===== src/rtl/key_event_router.sv =====
// ---------------------------------------------------------------------------
// key_event_router
//   Routes NUM_KEYS debounced keys to one of NUM_CH channels. The channel is
//   chosen by debounced mode switches. Emits single-cycle key events (press,
//   long-press, auto-repeat, release) and a per-channel level view of the keys.
//   Sits between the key debouncer and the terminal command/entry logic.
//
// Ports
//   clk        in   1                  system clock
//   rst_n      in   1                  asynchronous active-low reset
//   mode_sel   in   CH_W               debounced mode switches (channel select)
//   key        in   NUM_KEYS           debounced keys, 1 = pressed
//   evt_valid  out  1                  one-cycle event strobe
//   evt_chan   out  CH_W               channel of the last event
//   evt_key    out  KEY_W              key index of the last event
//   evt_kind   out  2                  00 press, 01 long, 10 repeat, 11 release
//   ch_level   out  NUM_CH*NUM_KEYS    slice c = synced keys if c is active, else 0
//   busy       out  1                  1 while the FSM is not idle
// ---------------------------------------------------------------------------
module key_event_router #(
   parameter int NUM_KEYS      = 4,
   parameter int NUM_CH        = 2,
   parameter int HOLD_CYCLES   = 50000000,
   parameter int REPEAT_CYCLES = 10000000,
   localparam int CH_W         = $clog2(NUM_CH),
   localparam int KEY_W        = $clog2(NUM_KEYS)
) (
   input  logic                         clk,
   input  logic                         rst_n,
   input  logic [CH_W-1:0]              mode_sel,
   input  logic [NUM_KEYS-1:0]          key,
   output logic                         evt_valid,
   output logic [CH_W-1:0]              evt_chan,
   output logic [KEY_W-1:0]             evt_key,
   output logic [1:0]                   evt_kind,
   output logic [NUM_CH*NUM_KEYS-1:0]   ch_level,
   output logic                         busy
);

   // One counter serves both the long-press and the repeat interval, so it is
   // sized for the larger of the two.
   localparam int CNT_TOP = (HOLD_CYCLES > REPEAT_CYCLES) ? HOLD_CYCLES : REPEAT_CYCLES;
   localparam int CNT_W   = $clog2(CNT_TOP + 1);

   localparam logic [CNT_W-1:0] HOLD_LAST = CNT_W'(HOLD_CYCLES - 1);
   localparam logic [CNT_W-1:0] REP_LAST  = CNT_W'((REPEAT_CYCLES == 0) ? 0 : REPEAT_CYCLES - 1);
   localparam logic [CNT_W-1:0] CNT_MAX   = '1;
   localparam logic             REP_EN    = (REPEAT_CYCLES != 0);

   typedef enum logic [1:0] {
      ST_IDLE  = 2'd0,
      ST_PRESS = 2'd1,
      ST_HOLD  = 2'd2,
      ST_WAIT  = 2'd3
   } state_t;

   typedef enum logic [1:0] {
      KIND_PRESS   = 2'b00,
      KIND_LONG    = 2'b01,
      KIND_REPEAT  = 2'b10,
      KIND_RELEASE = 2'b11
   } kind_t;

   // ------------------------------------------------------------------------
   // Two-flop synchronisers for keys and mode switches
   // ------------------------------------------------------------------------
   logic [NUM_KEYS-1:0] key_meta_q, ks_q;
   logic [CH_W-1:0]     ms_meta_q,  ms_q;

   always_ff @(posedge clk or negedge rst_n) begin
      if (!rst_n) begin
         key_meta_q <= '0;
         ks_q       <= '0;
         ms_meta_q  <= '0;
         ms_q       <= '0;
      end else begin
         key_meta_q <= key;
         ks_q       <= key_meta_q;
         ms_meta_q  <= mode_sel;
         ms_q       <= ms_meta_q;
      end
   end

   // Out-of-range switch codes (only possible when NUM_CH is not a power of
   // two) fall back to channel 0.
   logic [CH_W-1:0] ms_ch;

   generate
      if ((1 << CH_W) == NUM_CH) begin : g_ch_full
         assign ms_ch = ms_q;
      end else begin : g_ch_clamp
         assign ms_ch = (int'(ms_q) < NUM_CH) ? ms_q : '0;
      end
   endgenerate

   // Lowest-index pressed key wins when several rise together.
   logic [KEY_W-1:0] low_idx;

   always_comb begin
      low_idx = '0;
      for (int i = NUM_KEYS - 1; i >= 0; i--) begin
         if (ks_q[i]) begin
            low_idx = KEY_W'(i);
         end
      end
   end

   // ------------------------------------------------------------------------
   // FSM
   // ------------------------------------------------------------------------
   state_t           state_q, state_d;
   logic [KEY_W-1:0] cur_key_q, cur_key_d;
   logic [CH_W-1:0]  act_ch_q, act_ch_d;
   logic [CNT_W-1:0] cnt_q, cnt_d;
   logic [CNT_W-1:0] cnt_inc;
   logic             fire;
   kind_t            kind_d;

   // Saturating increment: a very long hold with repeat disabled must not
   // wrap the counter.
   assign cnt_inc = (cnt_q == CNT_MAX) ? cnt_q : cnt_q + 1'b1;

   always_comb begin
      state_d   = state_q;
      cur_key_d = cur_key_q;
      act_ch_d  = act_ch_q;
      cnt_d     = cnt_q;
      fire      = 1'b0;
      kind_d    = KIND_PRESS;

      case (state_q)
         ST_IDLE: begin
            if (|ks_q) begin
               cur_key_d = low_idx;
               act_ch_d  = ms_ch;
               cnt_d     = '0;
               fire      = 1'b1;
               kind_d    = KIND_PRESS;
               state_d   = ST_PRESS;
            end
         end

         ST_PRESS: begin
            // Release is tested first so it beats a coincident long-press.
            if (!ks_q[cur_key_q]) begin
               fire    = 1'b1;
               kind_d  = KIND_RELEASE;
               state_d = ST_WAIT;
            end else if (cnt_q == HOLD_LAST) begin
               fire    = 1'b1;
               kind_d  = KIND_LONG;
               cnt_d   = '0;
               state_d = ST_HOLD;
            end else begin
               cnt_d = cnt_inc;
            end
         end

         ST_HOLD: begin
            if (!ks_q[cur_key_q]) begin
               fire    = 1'b1;
               kind_d  = KIND_RELEASE;
               state_d = ST_WAIT;
            end else if (REP_EN && (cnt_q == REP_LAST)) begin
               fire   = 1'b1;
               kind_d = KIND_REPEAT;
               cnt_d  = '0;
            end else begin
               cnt_d = cnt_inc;
            end
         end

         ST_WAIT: begin
            // Every key, including ones pressed while another was owned, must
            // be up before a new press is accepted.
            if (ks_q == '0) begin
               state_d = ST_IDLE;
            end
         end

         default: begin
            state_d = ST_IDLE;
         end
      endcase
   end

   // rst_n is expected to be deasserted synchronously to clk by the upstream
   // reset generator; assertion takes effect immediately.
   always_ff @(posedge clk or negedge rst_n) begin
      if (!rst_n) begin
         state_q   <= ST_IDLE;
         cur_key_q <= '0;
         act_ch_q  <= '0;
         cnt_q     <= '0;
      end else begin
         state_q   <= state_d;
         cur_key_q <= cur_key_d;
         act_ch_q  <= act_ch_d;
         cnt_q     <= cnt_d;
      end
   end

   // ------------------------------------------------------------------------
   // Registered outputs
   // ------------------------------------------------------------------------
   logic                       evt_valid_q;
   logic [CH_W-1:0]            evt_chan_q;
   logic [KEY_W-1:0]           evt_key_q;
   logic [1:0]                 evt_kind_q;
   logic [NUM_CH*NUM_KEYS-1:0] ch_level_q, ch_level_d;

   // The level view follows the channel being loaded this cycle so that it
   // lines up with the press event.
   generate
      for (genvar gi = 0; gi < NUM_CH; gi++) begin : g_level
         assign ch_level_d[gi*NUM_KEYS +: NUM_KEYS] =
            (act_ch_d == CH_W'(gi)) ? ks_q : '0;
      end
   endgenerate

   always_ff @(posedge clk or negedge rst_n) begin
      if (!rst_n) begin
         evt_valid_q <= 1'b0;
         evt_chan_q  <= '0;
         evt_key_q   <= '0;
         evt_kind_q  <= '0;
         ch_level_q  <= '0;
      end else begin
         evt_valid_q <= fire;
         // Event fields are sticky until the next event.
         if (fire) begin
            evt_chan_q <= act_ch_d;
            evt_key_q  <= cur_key_d;
            evt_kind_q <= kind_d;
         end
         ch_level_q <= ch_level_d;
      end
   end

   assign evt_valid = evt_valid_q;
   assign evt_chan  = evt_chan_q;
   assign evt_key   = evt_key_q;
   assign evt_kind  = evt_kind_q;
   assign ch_level  = ch_level_q;
   assign busy      = (state_q != ST_IDLE);

endmodule


===== config.mk =====
export PLATFORM = sky130hd
export DESIGN_NAME = key_event_router
export DESIGN_NICKNAME = d
export VERILOG_FILES = /design/src/rtl/key_event_router.sv
export SDC_FILE = /design/constraint.sdc
export NUM_CORES = 1
export LEC_CHECK = 0
export CORE_UTILIZATION = 60
export DETAILED_ROUTE_END_ITERATION = 10
export PLACE_DENSITY_LB_ADDON = 0.15
export SETUP_SLACK_MARGIN = 0.1
export SLEW_MARGIN = 10
export SYNTH_ARGS = -nofsm -noshare
export SYNTH_HDL_FRONTEND = slang
export SYNTH_SLANG_ARGS = --single-unit

===== constraint.sdc =====
create_clock -name clk -period 5.75 [get_ports clk]
set_clock_uncertainty 0.2 [all_clocks]
set_input_delay 0.8625 -clock clk [delete_from_list [all_inputs] [get_ports clk]]
set_output_delay 0.8625 -clock clk [all_outputs]
set_load 0.02 [all_outputs]

### Word level (Yosys, flattened, before mapping)

Index checks and enable logic that the tools add are counted.
Widths: inputs -> output; s select.

| storage, ports and cells | value |
|---|---|
| register bits after elaboration | 55 |
| output and inout bits | 15 |
| logic and storage cells | 70 |

| operators by class | value |
|---|---|
| $add $sub $neg | 1 |
| $lt $le $gt $ge | 1 |
| eq/ne operators | 12 |
| multiplexer cells | 36 |
| reductions and logical operators | 7 |

Operators by type and width:

| kind | number |
|---|---|
| $mux 26 | 6 |
| $pmux 26 s3 | 1 |
| $eq 26x26->1 const B | 2 |
| $mux 2 | 14 |
| $add 26x1->26 const B | 1 |
| $eq 26x24->1 const B | 1 |
| $ne 2x2->1 const B | 5 |
| $mux 1 | 9 |
| $mux 4 | 2 |
| $pmux 2 s4 | 1 |
| $reduce_and 4->1 | 2 |
| $eq 2x2->1 const B | 2 |
| $logic_not 4->1 | 1 |
| $pmux 2 s2 | 1 |
| $reduce_or 4->1 | 1 |
| $lt 2x3->1 const B | 1 |
| $ne 3x3->1 const B | 1 |
| $pmux 1 s3 | 1 |
| $reduce_bool 3->1 | 1 |
| $bmux 1 s2 | 1 |
| $eq 2x1->1 const B | 1 |
| $logic_not 2->1 | 1 |
| $reduce_bool 2->1 | 1 |

### Logic depth before layout (Yosys ltp)

Gate-level depths: netlist (run 1).

| depth | value |
|---|---|
| depth after elaboration | 6 |
| depth in mapped cells | 9 |

### Worst setup path after synthesis (run 1)

OpenSTA, ideal clock, no wires.

| timing path | value |
|---|---|
| path type | flip-flop to flip-flop |
| from | reg state_q[0] |
| to | reg cnt_q[15] |
| library setup time | 0.118 ns |
| arrival | 1.910 ns |
| data required time | 5.432 ns |
| setup slack | 3.521 ns |
| cell stages (with the launch flop) | 10 |
| path buffers | 1 |
| cell sequence | dfrtp_1 -> inv_1 -> ha_1 -> inv_1 -> o221ai_4 -> a41oi_4 -> buf_6 -> nand4_1 -> xor2_1 -> nor2_1 |

| between the ends | value |
|---|---|
| longest elaborated chain between the ends | 3 |
| elaborated cells between the ends (all ways) | 9 |

RTL lines:

| element | RTL line | source |
|---|---|---|
| start: declaration | 111 | `state_t state_q, state_d;` |
| start signal: assignment | 196 | `state_q <= state_d;` |
| $eq 2x1->1 (tied with other cells) | 131 | `case (state_q)` |
| $ne 2x2->1 (no source line) / $reduce_bool 3->1 (equally long branches) | -- |  |
| $reduce_and 4->1 (no source line) | -- |  |
| end signal: assignment | 199 | `cnt_q <= cnt_d;` |
| end: declaration | 114 | `logic [CNT_W-1:0] cnt_q, cnt_d;` |

Parallel ways exist; a longest one is shown, timed or not.
A chain may end at the register's enable or synchronous reset.

### Worst setup path after layout (run 1)

| timing path | value |
|---|---|
| from | reg state_q[0] |
| to | out busy |

| between the ends | value |
|---|---|
| longest elaborated chain between the ends | 1 |

RTL lines:

| element | RTL line | source |
|---|---|---|
| $reduce_bool 2->1 | 245 | `assign busy = (state_q != ST_IDLE);` |
| end: declaration | 37 | `output logic busy` |

No other way between the ends.

==> run_results.csv, run 1 <==
group,metric,value,unit
outcome,status,"finished, final reports clean",
yosys,syn-cell-area,2770,sq um
yosys,synth-edff-count,0,
die,die_h,69.9,um
worst_setup_path,crit_required,4.69,ns
yosys,ys_warn_count,0,
clock_tree,cts_buffers,5,
power,switching_power,0.590,mW
routing,drcViolationCount,0,
routing,viasPerCell,6.04,
routing,wirelength,5.38,mm
worst_setup_path,crit_type,"reg2out",
finish,syn2layout_area_growth,12.3,%
finish,final_util,0.709,
yosys,ys_seq_elements,55,
yosys,synth_top_area_share,0.498,
power,p_comb_frac,0.487,
placed_design,portBuffers,21,
finish,antenna_cells,0,
yosys,async_flop_share,1.00,
routing,num_vias,2025,
die,io_pins,22,
worst_setup_path,reg2regPathDepth,7,
yosys,synth_area_leaders,"dfrtp_1, xor2_1, nor2_1",
die,core-area,4380,sq um
sta,rsz0062_at_grt,"false",
finish,fin_area,3110,sq um
grt,grt_pass1_vias,1917,
run,max_cap_violations,0,
power,power_switching_share,0.416,
yosys,synth_top_cells_by_count,"dfrtp_1, nor2_1, xor2_1",
sta,tns,0,ns
worst_setup_path,cp_max_fo,6,
grt,grt_overflow_total,0,
power,p_seq_frac,0.349,
finish,nets,295,
placed_design,hpwl,3.84,mm
routing,first_pass_iters,4,
worst_setup_path,arrival,2.02,ns
grt,grt_max_degree,56,
placed_design,place.gp.congestion,0.881,
sta,fmax,0.324,GHz
clock_tree,cts-hold-fix-buffers,0,
finish,num-fill-cells,332,
sta,finalWorstSetupSlack,2.67,ns
worst_setup_path,critPathCaptureType,"output pin",
clock_tree,cts_sinks,55,
yosys,syn-instance-count,258,
clock_tree,insertion_delay,0.31,ns
clock_tree,cts_setup_buffers,0,
yosys,synth_cell_types,43,
die,die_w,69.9,um
die,die_area,4890,sq um
yosys,syn-num-nets,271,
sta,worstMarginPinSlew,0.676,ns
sta,finalSetupViolations,0,
die,rows,24,
routing,antenna_left,0,
sta,period_needed,3.08,ns
sta,finalCritPeriodShare,0.536,
grt,globalRouteTotalUtil,0.242,
routing,drtIter0Drc,135,
yosys,synth_top_area_cell,"dfrtp_1",
hold_path,whs_path_depth,0,
power,vdd_drop_max,0.000308,V
power,p_leak,1.30,nW
placed_design,placed_area,3010,sq um
worst_setup_path,start_kind,"register",
finish,multi_input_area,1310,sq um
yosys,ys_seq_area_frac,0.498,
sta,hold_violations,0,
finish,drive_above_1_share,0.102,
power,power.share.clock,0.164,
finish,regArea,1380,sq um
placed_design,place_ws,2.99,ns
grt,grt_pass1_wl,9.29,mm
yosys,syn_avg_cell_area,10.7,sq um
clock_tree,clock_path_buffers,2,
clock_tree,cts_root_buffer,"clkbuf_8",
grt,antenna_found_initial,0,
power,p_per_area,456,nW/um^2
yosys,ys.flop_type,"dfrtp_1",
clock_tree,clk_pin_slew,0.11,ns
yosys,yosysMostFrequentCell,"dfrtp_1",
clock_tree,htreeDepth,2,
clock_tree,cts_tree,"built",
power,internal_power,0.828,mW
die,initial_utilization,0.631,
routing,wl_per_cell,16.1,um
placed_design,placedCellCount,327,
clock_tree,post_cts_resized,0,
sta,slew_violations,0,
hold_path,min_path_type,"reg2reg",
sta,timing.slew.headroom,0.549,
finish,final_cells,335,
==> worst max-delay path: stages (launching register included) <==
cell	delay (ns)
dfrtp_1	0.44
inv_1	0.12
ha_1	0.28
inv_1	0.22
clkdlybuf4s50_1	0.66
==> per-stage QoR <==
stage               hold slack, ns  power, mW
floorplan                    0.131       1.01
global placement             0.133       1.18
detailed placement           0.135       1.20
CTS                          0.160       1.43
global route                 0.168       1.52
finish                       0.158       1.42
==> power by group through the flow <==
| stage | clock (mW) | sequential, mW | combinational [mW] |
|---|---|---|---|
| after floorplan | 0 | 0.547 | 0.460 |
| after global placement | 0 | 0.500 | 0.678 |
| after detailed placement | 0 | 0.505 | 0.690 |
| after CTS | 0.240 | 0.497 | 0.693 |
| after global routing | 0.257 | 0.505 | 0.754 |
| final | 0.233 | 0.495 | 0.690 |
==> routing by layer <==
layer	global-route usage	wire [um]	part of all wire	vias to the layer above
li1	-	-	-	976
met4	0.0689	72	0.013	0
met3	0.0433	267	0.050	6
met5	0	0	0	-
met2	0.370	2460	0.46	49
met1	0.356	2580	0.48	994
==> state kept, by name, summed over array words and instances, names as in the netlist, 2 cells and up <==
signal / cells
state_q: 2
cnt_q: 26
ks_q: 4
cur_key_q: 2
ch_level: 8
evt_key: 2
evt_kind: 2
key_meta_q: 4
==> layout by cell type (no fill, tap or decap), types with 3 or more instances in the layout <==
cell | netlist | final
nand2_1 | 14 | 14
nor3_1 | 3 | 3
a31oi_1 | 4 | 4
nor2b_1 | 7 | 7
xnor2_1 | 3 | 3
xor2_1 | 15 | 15
o31ai_1 | 5 | 5
clkbuf_8 | 0 | 5
dfrtp_1 | 55 | 55
a41oi_1 | 4 | 4
and4_1 | 3 | 3
inv_1 | 9 | 9
nor3_2 | 3 | 3
clkdlybuf4s50_1 | 0 | 20
nor4_1 | 3 | 3
and2_1 | 9 | 9
o21ai_0 | 14 | 14
ha_1 | 6 | 6
nand3_1 | 14 | 14
nor2_1 | 31 | 31
nand4_1 | 12 | 12
a21oi_1 | 4 | 4
mux2_2 | 4 | 4
and3_1 | 9 | 9
==> final cells by class <==
type                       count  area share
clock inverter                 3      0.0101
tap                           52      0.0209
clock buffer                   5      0.0222
inverter                       9      0.0109
sequential                    55       0.443
timing repair buffer          23      0.0709
multi-input combinational    188       0.422
==> path summary, 6_finish.rpt <==
| check | end | slack [ns] | from |
|---|---|---|---|
| hold reg to reg | ks_q[1] | 0.16 | key_meta_q[1] |
| setup / recovery | busy | 2.67 | state_q[0] |
| min in group asynchronous | cnt_q[11] | 0.45 | rst_n |
| setup reg to reg | cnt_q[9] | 3.01 | state_q[0] |
| max in group asynchronous | cnt_q[8] | 4.45 | rst_n |
| hold / removal | ks_q[1] | 0.16 | key_meta_q[1] |
==> cell families (layout without fill, tap and decap cells) <==
kind of cell / Yosys count / in the layout / share of synthesized area
and+or+nand+nor: 116 / 116 / 0.230
DFF: 55 / 55 / 0.498
muxes: 6 / 6 / 0.0280
xor gates and xnor gates: 18 / 18 / 0.0570
AOI/OAI and AO/OA: 42 / 42 / 0.132
adders and majority gates: 6 / 6 / 0.0271
buffers and inverters: 15 / 40 / 0.0285
No activity file was read; power rests on OpenSTA's default activity.
==> run 2: changes to the inputs <==
CORE_UTILIZATION = 58   (was 60)
clock period = 3 ns   (was 5.75 ns; I/O delays follow)
==> run_results.csv, run 2 (synthesis gave the netlist of run 1 again) <==
group,metric,value,unit
outcome,status,"finished, final reports clean",
grt,antenna_found_initial,0,
routing,viasPerCell,6.14,
sta,period_needed,2.71,ns
die,initial_utilization,0.618,
routing,wirelength,5.67,mm
hold_path,min_path_type,"reg2reg",
die,core-area,4470,sq um
worst_setup_path,crit_required,2.35,ns
sta,rsz0062_at_grt,"false",
finish,fin_area,3140,sq um
power,vdd_drop_max,0.000463,V
hold_path,min_from,"key_meta_q[2]",
sta,worstMarginPinSlew,0.689,ns
sta,tns,0,ns
die,die_h,71.1,um
sta,slew_violations,0,
clock_tree,cts_root_buffer,"clkbuf_8",
finish,nets,299,
die,io_pins,22,
sta,finalCritPeriodShare,0.902,
placed_design,placed_area,3030,sq um
routing,drcViolationCount,0,
run,max_cap_violations,0,
finish,largest_register_ff_count,26,
routing,drtIter0Drc,226,
worst_setup_path,start_kind,"register",
placed_design,place_ws,0.464,ns
grt,grt_overflow_total,0,
routing,first_pass_iters,4,
die,die_w,71.1,um
power,p_leak,1.31,nW
die,rows,24,
sta,finalSetupViolations,0,
routing,num_vias,2080,
worst_setup_path,r2r_slack,0.43,ns
placed_design,portBuffers,21,
clock_tree,cts_buffers,5,
power,p_total,2.76,mW
routing,wl_per_cell,16.7,um
finish,final_cell_mix,"dfrtp_1, nor2_1, clkdlybuf4s50_1, xor2_1",
finish,drive_above_1_share,0.111,
die,die_area,5050,sq um
finish,layout_commonest_cell,"dfrtp_1",
worst_setup_path,cp_max_fo,6,
worst_setup_path,crit_type,"reg2out",
power,p_per_area,880,nW/um^2
placed_design,hpwl,4.19,mm
finish,antenna_cells,0,
sta,timing.slew.headroom,0.537,
grt,grt_max_degree,22,
clock_tree,clk_pin_slew,0.10,ns
clock_tree,insertion_delay,0.31,ns
sta,fmax,0.370,GHz
worst_setup_path,critical_path.startpoint,"state_q[0]",
grt,globalRouteTotalUtil,0.254,
clock_tree,cts_setup_buffers,0,
clock_tree,cts_tree,"built",
clock_tree,cts_sinks,55,
worst_setup_path,r2r-start,"state_q[0]",
finish,syn2layout_area_growth,13.3,%
sta,hold_violations,0,
routing,antenna_left,0,
finish,registers.top_by_ff_count,"cnt_q",
grt,grt_pass1_vias,2015,
grt,grt_pass1_wl,9.83,mm
placed_design,place.gp.congestion,0.860,
clock_tree,clock_path_buffers,2,
sta,finalWorstSetupSlack,0.294,ns
clock_tree,htreeDepth,2,
worst_setup_path,critPathCaptureType,"output pin",
worst_setup_path,arrival,2.06,ns
==> run 2: changes by cell type in the layout (fill, tap and decap cells not counted) <==
| cell | before | now |
|---|---|---|
| buf_4 | 2 | 5 |
| clkinv_4 | 0 | 1 |
| clkinvlp_4 | 0 | 1 |
| dlygate4sd3_1 | 0 | 1 |
| inv_6 | 1 | 0 |
| inv_8 | 2 | 1 |
==> run 2: path summary, 6_finish.rpt <==
path / endpoint / cells past startpoint
min: ks_q[2] / 0
max reg2reg: cnt_q[21] / 8
min reg2reg: ks_q[2] / 0
min in group asynchronous: cnt_q[17] / 2
max: busy / 4
max in group asynchronous: cnt_q[23] / 3
==> run 2: final cells by class <==
cell class / instances / area, sq um
clock inverter: 3 / 27.5
clock buffer: 5 / 68.8
timing repair buffer: 27 / 253
tap: 52 / 65.1
multi-input combinational: 188 / 1310
inverter: 9 / 33.8
fill: 345 / 1340
sequential: 55 / 1380
==> run 2: stage by stage <==
step	hold slack (ns)	utilization	instances
finish	0.158	0.701	339
global route	0.169	0.701	339
CTS	0.160	0.701	339
detailed placement	0.136	0.677	330
global placement	0.132	0.677	330
floorplan	-0.0456	-	258
==> run 2: metal layers <==
metal  track usage  up-vias  part of all wire
met5             0        -                 0
li1              -      987                 -
met4        0.0867        0            0.0097
met3        0.0313        9             0.054
met1         0.387     1021              0.46
met2         0.378       63              0.48
==> run 2: worst max-delay path: stages, from the launching register on <==
cell and delay, ns:
dfrtp_1 0.44, inv_1 0.12, ha_1 0.29, inv_1 0.24, clkdlybuf4s50_1 0.67
==> run 2: repair_timing <==
action,4_1_cts,5_1_grt
hold endpoints to repair,19,0
resized for setup,0,0
hold buffers,1,0
==> run 2: power breakdown <==
part           switching, mW  leakage [nW]  internal (mW)  total (mW)
registers             0.0767         0.714          0.876       0.953
logic                  0.817         0.551          0.566        1.38
clock network          0.252        0.0463          0.172       0.424
total                   1.15          1.31           1.61        2.76
==> run 3: changes to the inputs <==
CORE_UTILIZATION = 60   (was 58)
CTS_BUF_LIST = sky130_fd_sc_hd__clkbuf_2 sky130_fd_sc_hd__clkbuf_4 sky130_fd_sc_hd__clkbuf_8   (was default)
==> run_results.csv, run 3 (synthesis gave the netlist of run 1 again) <==
group,metric,value,unit
worst_setup_path,crit_path_max_incr_delay,0.66,ns
worst_setup_path,crit_type,"reg2out",
worst_setup_path,crit_required,2.35,ns
routing,num_vias,2049,
routing,wl_per_cell,16.0,um
sta,hold_violations,0,
hold_path,min_path_type,"reg2reg",
grt,grt_pass1_vias,2052,
sta,worstMarginPinSlew,0.659,ns
clock_tree,clk_pin_slew,0.10,ns
finish,largest_register_ff_count,26,
clock_tree,insertion_delay,0.32,ns
power,p_seq_frac,0.343,
power,p_total,2.78,mW
sta,tns,0,ns
finish,layout_commonest_cell,"dfrtp_1",
clock_tree,clock_path_buffers,2,
die,die_w,69.9,um
placed_design,placed_area,3030,sq um
grt,globalRouteTotalUtil,0.248,
sta,rsz0062_at_grt,"false",
die,io_pins,22,
grt,grt_overflow_total,0,
worst_setup_path,start_kind,"register",
worst_setup_path,r2r-start,"state_q[0]",
finish,fin_area,3140,sq um
worst_setup_path,arrival,2.01,ns
routing,viasPerCell,6.04,
finish,registers.top_by_ff_count,"cnt_q",
worst_setup_path,crit_family,"buffers and inverters",
die,die_area,4890,sq um
power,internal_power,1.62,mW
finish,final_util,0.716,
die,die_h,69.9,um
worst_setup_path,timing.rr.end,"cnt_q[15]",
worst_setup_path,crit_buf_inv,3,
routing,wirelength,5.44,mm
power,power.share.clock,0.162,
sta,hold-worst-slack,0.159,ns
grt,antenna_found_initial,0,
clock_tree,cts_buffers,5,
placed_design,hpwl,3.90,mm
routing,drcViolationCount,0,
power,p_leak,1.32,nW
placed_design,portBuffers,21,
worst_setup_path,critPathCaptureType,"output pin",
sta,period_needed,2.66,ns
sta,finalSetupViolations,0,
finish,antenna_cells,0,
sta,finalWorstSetupSlack,0.335,ns
power,p_comb_frac,0.496,
worst_setup_path,cp_max_fo,6,
finish,drive_above_1_share,0.111,
hold_path,hold_end,"ks_q[1]",
routing,antenna_left,0,
worst_setup_path,r2r_slack,0.36,ns
placed_design,place.gp.congestion,0.858,
clock_tree,post_cts_resized,0,
clock_tree,cts_root_buffer,"clkbuf_8",
placed_design,place_ws,0.438,ns
hold_path,min_from,"key_meta_q[1]",
power,p_per_area,885,nW/um^2
worst_setup_path,reg2regPathDepth,8,
finish,final_cells,339,
die,core-area,4380,sq um
power,power_switching_share,0.416,
clock_tree,cts_tree,"built",
power,vdd_drop_max,0.000538,V
sta,slew_violations,0,
grt,grt_max_degree,22,
die,rows,24,
clock_tree,htreeDepth,2,
sta,finalCritPeriodShare,0.888,
grt,grt_pass1_wl,9.55,mm
worst_setup_path,cpMaxStageDelayCell,"clkdlybuf4s50_1",
placed_design,placedCellCount,330,
routing,first_pass_iters,4,
worst_setup_path,crit_chain,"inv_1, ha_1, inv_1, clkdlybuf4s50_1",
sta,fmax,0.375,GHz
finish,nets,299,
worst_setup_path,crit_path_frequent_cell,"inv_1",
finish,syn2layout_area_growth,13.5,%
finish,final_cell_mix,"dfrtp_1, nor2_1, clkdlybuf4s50_1, xor2_1",
die,initial_utilization,0.631,
outcome,status,"finished, final reports clean",
run,max_cap_violations,0,
hold_path,whs_path_depth,0,
clock_tree,cts_sinks,55,
sta,timing.slew.headroom,0.558,
routing,drtIter0Drc,133,
power,switching_power,1.16,mW
[run 3: cell count changes in the layout (fill, tap and decap cells not counted)]
cell / delta
inv_6: +1
inv_8: +1
clkinv_4: -1
clkinvlp_4: -1
[run 3: worst register-to-register path, cell delays in order (launching register included)]
cell,delay (ns)
dfrtp_1,0.43
inv_1,0.11
ha_1,0.29
nor2_1,0.29
o221ai_4,0.24
a41oi_4,0.49
nand4_1,0.19
xor2_1,0.24
nor2_1,0.06
[run 3: layout make-up]
cell class | instances | area (sq um)
timing repair buffer | 27 | 253
sequential | 55 | 1380
clock buffer | 5 | 68.8
multi-input combinational | 188 | 1310
fill | 318 | 1240
clock inverter | 3 | 31.3
tap | 52 | 65.1
inverter | 9 | 33.8
[run 3: timing repair]
item | 4_1_cts | 5_1_grt
hold endpoints to repair | 17 | 0
setup buffers | 0 | 0
hold buffers | 1 | 0
[run 3: how the worst max path moves through the flow]
stage | slack (ns) | to | startpoint | depth (start not counted)
global route | 0.19 | cnt_q[15] | state_q[0] | 8
global placement | 0.48 | cnt_q[21] | state_q[0] | 8
floorplan | 0.77 | cnt_q[15] | state_q[0] | 9
CTS | 0.30 | busy | state_q[0] | 4
finish | 0.34 | busy | state_q[0] | 4
detailed placement | 0.44 | cnt_q[21] | state_q[0] | 8
[run 3: routing by layer]
layer  global-route usage  share of wire  up-vias
li1                     -              -      984
met3               0.0447          0.035        8
met1                0.363           0.49     1014
met5                    0              0        -
met2                0.381           0.46       43
met4               0.0733          0.012        0
[run 3: power by group through the flow]
stage | Sequential (mW) | Clock [mW] | Combinational, mW
global route | 0.971 | 0.490 | 1.50
finish | 0.952 | 0.449 | 1.38
detailed placement | 0.968 | 0 | 1.37
CTS | 0.953 | 0.462 | 1.37
global placement | 0.961 | 0 | 1.35
floorplan | 1.05 | 0 | 0.882
